## src/rtl/alu_out_capture_arb.sv

```systemverilog
// Multi-channel ALU result collector: per-channel holding slots, round-robin
// merge into a timestamped FIFO, valid/ready output and drop accounting.
module alu_out_capture_arb #(
    parameter  int RESULT_WIDTH = 16,
    parameter  int NUM_CH       = 2,
    parameter  int DEPTH        = 8,
    parameter  int TS_WIDTH     = 16,
    localparam int CH_W         = (NUM_CH > 1) ? $clog2(NUM_CH) : 1,
    localparam int CNT_W        = $clog2(DEPTH) + 1
) (
    input  logic                           clk,
    input  logic                           rst,
    input  logic                           enable,
    input  logic [NUM_CH-1:0]              ch_done,
    input  logic [NUM_CH*RESULT_WIDTH-1:0] ch_result,
    output logic                           out_valid,
    input  logic                           out_ready,
    output logic [RESULT_WIDTH-1:0]        out_result,
    output logic [CH_W-1:0]                out_ch,
    output logic [TS_WIDTH-1:0]            out_ts,
    output logic [CNT_W-1:0]               fifo_count,
    output logic [NUM_CH-1:0]              drop_sticky,
    output logic [15:0]                    drop_cnt,
    input  logic                           clear_drops
);

    localparam int PTR_W = (DEPTH > 1) ? $clog2(DEPTH) : 1;

    logic [TS_WIDTH-1:0]     r_ts;
    logic [NUM_CH-1:0]       r_slot_full;
    logic [RESULT_WIDTH-1:0] r_slot_res [NUM_CH];
    logic [TS_WIDTH-1:0]     r_slot_ts  [NUM_CH];
    logic [CH_W-1:0]         r_rr_ptr;

    logic [RESULT_WIDTH-1:0] r_mem_res [DEPTH];
    logic [CH_W-1:0]         r_mem_ch  [DEPTH];
    logic [TS_WIDTH-1:0]     r_mem_ts  [DEPTH];
    logic [PTR_W-1:0]        r_wr_ptr;
    logic [PTR_W-1:0]        r_rd_ptr;
    logic [CNT_W-1:0]        r_count;

    logic [NUM_CH-1:0]       r_drop_sticky;
    logic [15:0]             r_drop_cnt;

    logic                    w_fifo_full;
    logic                    w_grant_vld;
    logic [CH_W-1:0]         w_grant_idx;
    int unsigned             w_scan;
    logic [RESULT_WIDTH-1:0] w_grant_res;
    logic [TS_WIDTH-1:0]     w_grant_ts;
    logic                    w_pop;
    logic [NUM_CH-1:0]       w_drop;
    logic [3:0]              w_drop_num;
    logic [16:0]             w_drop_sum;
    logic [15:0]             w_drop_base;

    // Round-robin search starting at r_rr_ptr; fullness uses the registered
    // count only, so a same-cycle pop never makes room for a push.
    always_comb begin
        w_fifo_full = (r_count == CNT_W'(DEPTH));
        w_grant_vld = 1'b0;
        w_grant_idx = '0;
        w_scan      = 0;
        for (int unsigned i = 0; i < NUM_CH; i++) begin
            w_scan = 32'(r_rr_ptr) + i;
            if (w_scan >= NUM_CH) begin
                w_scan = w_scan - NUM_CH;
            end
            if (!w_grant_vld && !w_fifo_full && r_slot_full[CH_W'(w_scan)]) begin
                w_grant_vld = 1'b1;
                w_grant_idx = CH_W'(w_scan);
            end
        end
    end

    assign w_grant_res = r_slot_res[w_grant_idx];
    assign w_grant_ts  = r_slot_ts[w_grant_idx];
    assign w_pop       = (r_count != '0) && out_ready;

    always_comb begin
        w_drop     = '0;
        w_drop_num = '0;
        for (int unsigned k = 0; k < NUM_CH; k++) begin
            w_drop[k] = enable && ch_done[k] && r_slot_full[k] &&
                        !(w_grant_vld && (w_grant_idx == CH_W'(k)));
            w_drop_num = w_drop_num + 4'(w_drop[k]);
        end
        w_drop_base = clear_drops ? 16'h0000 : r_drop_cnt;
        w_drop_sum  = {1'b0, w_drop_base} + 17'(w_drop_num);
    end

    always_ff @(posedge clk or negedge rst) begin
        if (!rst) begin
            r_ts <= '0;
        end else if (enable) begin
            r_ts <= r_ts + 1'b1;
        end
    end

    // A granted slot may reload in the same cycle; the load wins over the clear.
    always_ff @(posedge clk or negedge rst) begin
        if (!rst) begin
            r_slot_full <= '0;
            r_rr_ptr    <= '0;
            for (int unsigned k = 0; k < NUM_CH; k++) begin
                r_slot_res[k] <= '0;
                r_slot_ts[k]  <= '0;
            end
        end else begin
            for (int unsigned k = 0; k < NUM_CH; k++) begin
                if (enable && ch_done[k] && !w_drop[k]) begin
                    r_slot_full[k] <= 1'b1;
                    r_slot_res[k]  <= ch_result[k*RESULT_WIDTH +: RESULT_WIDTH];
                    r_slot_ts[k]   <= r_ts;
                end else if (w_grant_vld && (w_grant_idx == CH_W'(k))) begin
                    r_slot_full[k] <= 1'b0;
                end
            end
            if (w_grant_vld) begin
                if (32'(w_grant_idx) == NUM_CH - 1) begin
                    r_rr_ptr <= '0;
                end else begin
                    r_rr_ptr <= w_grant_idx + 1'b1;
                end
            end
        end
    end

    always_ff @(posedge clk or negedge rst) begin
        if (!rst) begin
            r_wr_ptr <= '0;
            r_rd_ptr <= '0;
            r_count  <= '0;
            for (int unsigned d = 0; d < DEPTH; d++) begin
                r_mem_res[d] <= '0;
                r_mem_ch[d]  <= '0;
                r_mem_ts[d]  <= '0;
            end
        end else begin
            if (w_grant_vld) begin
                r_mem_res[r_wr_ptr] <= w_grant_res;
                r_mem_ch[r_wr_ptr]  <= w_grant_idx;
                r_mem_ts[r_wr_ptr]  <= w_grant_ts;
                r_wr_ptr            <= r_wr_ptr + 1'b1;
            end
            if (w_pop) begin
                r_rd_ptr <= r_rd_ptr + 1'b1;
            end
            case ({w_grant_vld, w_pop})
                2'b10:   r_count <= r_count + 1'b1;
                2'b01:   r_count <= r_count - 1'b1;
                default: r_count <= r_count;
            endcase
        end
    end

    always_ff @(posedge clk or negedge rst) begin
        if (!rst) begin
            r_drop_sticky <= '0;
            r_drop_cnt    <= '0;
        end else begin
            r_drop_sticky <= (clear_drops ? '0 : r_drop_sticky) | w_drop;
            r_drop_cnt    <= w_drop_sum[16] ? 16'hFFFF : w_drop_sum[15:0];
        end
    end

    assign out_valid   = (r_count != '0);
    assign out_result  = r_mem_res[r_rd_ptr];
    assign out_ch      = r_mem_ch[r_rd_ptr];
    assign out_ts      = r_mem_ts[r_rd_ptr];
    assign fifo_count  = r_count;
    assign drop_sticky = r_drop_sticky;
    assign drop_cnt    = r_drop_cnt;

endmodule

```

## config.mk

```make
export PLATFORM = sky130hd
export DESIGN_NAME = alu_out_capture_arb
export DESIGN_NICKNAME = d
export VERILOG_FILES = /design/src/rtl/alu_out_capture_arb.sv
export SDC_FILE = /design/constraint.sdc
export NUM_CORES = 1
export LEC_CHECK = 0
export BUFFER_PORTS_ARGS = -buffer_cell sky130_fd_sc_hd__buf_2
export CAP_MARGIN = 20
export CORE_ASPECT_RATIO = 1.25
export CORE_UTILIZATION = 30
export DETAILED_ROUTE_END_ITERATION = 16
export RECOVER_POWER = 25
export SYNTH_ARGS = -nofsm -noshare
export SYNTH_HDL_FRONTEND = slang
export SYNTH_SLANG_ARGS = --single-unit
```

## constraint.sdc

```tcl
create_clock -name clk -period 3.33 [get_ports clk]
set_input_delay 0.666 -clock clk [delete_from_list [all_inputs] [get_ports clk]]
set_output_delay 0.666 -clock clk [all_outputs]
set_load 0.02 [all_outputs]
```

==> flow_metrics.py <==
metrics = {
    "finish": {
        "final_common_cell": "dfrtp_1",
        "drive_gt1_frac": 0.259,
        "fillers": 5298,
        "fin_nets": 1503,
        "layout_common_cells": "372 x dfrtp_1, 176 x nor2_1, 168 x a21oi_1",
        "syn2layout_area_growth_pct": 17.1,
        "fin_cells": 2212,
    },
    "flow_run": {
        "maxCapViolations": 1,
    },
    "synth": {
        "syn_avg_cell_area_um2": 12.0,
        "synth_edf_count": 0,
        "seq_area_frac_synth": 0.570,
        "synth_seq_cells": 375,
        "ys_top_cells_by_area": "dfrtp_1 57%, mux4_2 9.0%, a21oi_1 5.1%",
        "synthDistinctLibCells": 52,
        "synth_warnings": 0,
        "synth-main-ff-cell": "dfrtp_1",
        "yosys.area.top_type_share": 0.570,
        "yosysTopAreaCell": "dfrtp_1",
        "synth_area_mm2": 0.0165,
        "synthArstFlopShare": 1.00,
        "syn_inst": 1372,
        "syn-num-nets": 1420,
    },
    "die": {
        "die_h_um": 264,
        "num_rows": 95,
        "initial_utilization": 0.305,
        "dieArea_mm2": 0.0558,
        "core_mm2": 0.0540,
        "io_pins": 95,
        "die_x_um": 211,
    },
    "run_status": {
        "violations": "capacitance limit, slew limit",
        "status": "finished, violations left",
    },
    "global_routing": {
        "grtUsageTotal": 0.146,
        "grt_remaining_overflow": 0,
        "grt_max_degree": 101,
        "antenna_found_initial": 1,
        "grt_pass1_vias": 11400,
        "grt_pass1_wl_um": 63800,
    },
    "place": {
        "dp.cells": 2137,
        "finalWeightedCongestion": 0.806,
        "dp_hpwl_um": 23900,
        "io_buffers": 94,
        "post-place-ws_ns": 0.341,
    },
    "setup_path": {
        "crit_chain": "buf_4, mux4_2, mux2_2, buf_2",
        "end_kind": "primary output",
        "cp.arrival_ns": 2.52,
        "cp_slowest_cell": "dfrtp_4",
        "crit_required_ns": 2.66,
        "cp_slowest_stage_delay_ns": 0.65,
        "cp_max_fo": 12,
        "startpoint_type": "register",
        "critPathKind": "register to primary output",
    },
    "timing": {
        "drv_slew": 66,
        "timing.final.ws_setup_ns": 0.140,
        "period_share": 0.958,
        "hold_viol_final": 0,
        "tightest_slew_ns": 1.74,
        "slew_headroom": -0.160,
        "finClkSkew_ns": 0.0172,
        "tns_ns": 0,
        "setup_viol": 0,
        "min_period_ns": 3.19,
        "fmax_ghz": 0.313,
        "rsz0062_at_grt": "false",
        "holdWs_ns": 0.328,
    },
    "clocking": {
        "cts_hold_repair.buffers": 0,
        "numCtsBuffers": 42,
        "post_cts_buffers": 1,
        "path_clk_slew_ns": 0.06,
        "cts_buffer_depth": 3,
        "cts.sinks": 375,
        "clock_latency_ns": 0.57,
        "cts_tree": "built",
        "cts_max_level": 2,
        "post_cts_resized": 0,
        "cts_root_buffer": "clkbuf_16",
    },
    "drt": {
        "final_antenna_net_count": 0,
        "drt_first_pass_iters": 4,
        "drc": 0,
        "viasPerCell": 4.88,
        "wirelength_um": 39700,
        "wire_per_inst_um": 17.9,
        "vias": 10800,
        "drtIter0Drc": 615,
    },
    "hold_path": {
        "holdCritPathClass": "primary input to register",
    },
    "pwr": {
        "vdd_drop_max_v": 0.000348,
        "leakage_uw": 0.00848,
        "p_per_area_mw_per_mm2": 1000,
    },
}
-- kinds of logic after synthesis --
group	share of synthesized area
AND/OR/NAND/NOR	0.0954
buffers and inverters	0.0329
flip-flops	0.570
XOR/XNOR	0.0138
multiplexers	0.190
AO/OA/AOI/OAI	0.0904
adder cells (fa/ha/maj)	0.00775
-- stage by stage --
step	cell area (um^2)	total power [uW]	util
after floorplan	16500	12400	-
after global placement	17900	14500	0.331
after detailed placement	17900	14800	0.331
after CTS	19300	19700	0.358
after global routing	19300	20600	0.357
final	19300	19400	0.357
-- report_power, final --
group | internal (uW) | total, uW | switching [uW]
logic | 3420 | 7310 | 3890
clock network | 2820 | 4690 | 1870
registers | 6240 | 7350 | 1100
total | 12500 | 19400 | 6870
-- final cells by class --
cell class	instances	area, um^2	area share
diodes	1	2.50	0.000130
clock buffers	60	1240	0.0643
clock inverters	13	168	0.00870
inverters	15	56.3	0.00292
multi-input cells	890	6570	0.341
flip-flops and latches	375	9390	0.487
well taps	727	910	0.0472
repair buffers	131	931	0.0483
-- sequential cells by signal, indices dropped and copies added (netlist names) --
signal	count
r_mem_res	128
r_mem_ts	128
r_slot_res	32
r_slot_ts	32
drop_cnt	16
r_ts	16
r_mem_ch	8
fifo_count	4
r_rd_ptr	3
r_wr_ptr	3
drop_sticky	2
r_slot_full	2
r_rr_ptr	1
-- critical path, delay by kind of cell (launching register included) --
family	cells	cell delay (ns)
buffers and inverters	2	0.46
flip-flops	1	0.65
multiplexers	2	0.84
-- Yosys cell counts (8+ instances only) --
library cell,count
a21oi_1,168
mux2_2,69
xor2_1,9
nor4_1,8
clkbuf_1,27
nor2_1,176
nand3_1,10
buf_1,17
o21ai_0,95
buf_6,8
buf_2,37
nand4_1,11
inv_1,15
mux4_2,66
o21ai_1,10
mux2i_1,38
xnor2_1,17
dfrtp_1,375
mux2_4,30
nand2_1,118
-- routing by layer --
metal / global-route usage / wire length (um) / share of wire
met1: 0.185 / 16700 / 0.42
met2: 0.250 / 20200 / 0.51
met3: 0.0267 / 1820 / 0.046
met4: 0.0499 / 985 / 0.025
met5: 0 / 0 / 0
-- worst paths after layout --
kind | start | end | slack [ns] | depth (start not counted)
max | r_rd_ptr[0]$_DFFE_PN0P_ | out_ts[0] | 0.14 | 4
min | ch_result[19] | r_slot_res[3]$_DFFE_PN0P_ | 0.33 | 2
max reg2reg | fifo_count[0]$_DFFE_PN0P_ | drop_cnt[14]$_DFF_PN0_ | 0.31 | 10
min reg2reg | drop_sticky[1]$_DFF_PN0_ | drop_sticky[1]$_DFF_PN0_ | 0.47 | 1
max in group asynchronous | rst | r_mem_res[100]$_DFFE_PN0P_ | 0.59 | 2
min in group asynchronous | rst | r_slot_ts[18]$_DFFE_PN0P_ | 0.58 | 1
(Power assumes the default switching activity.)
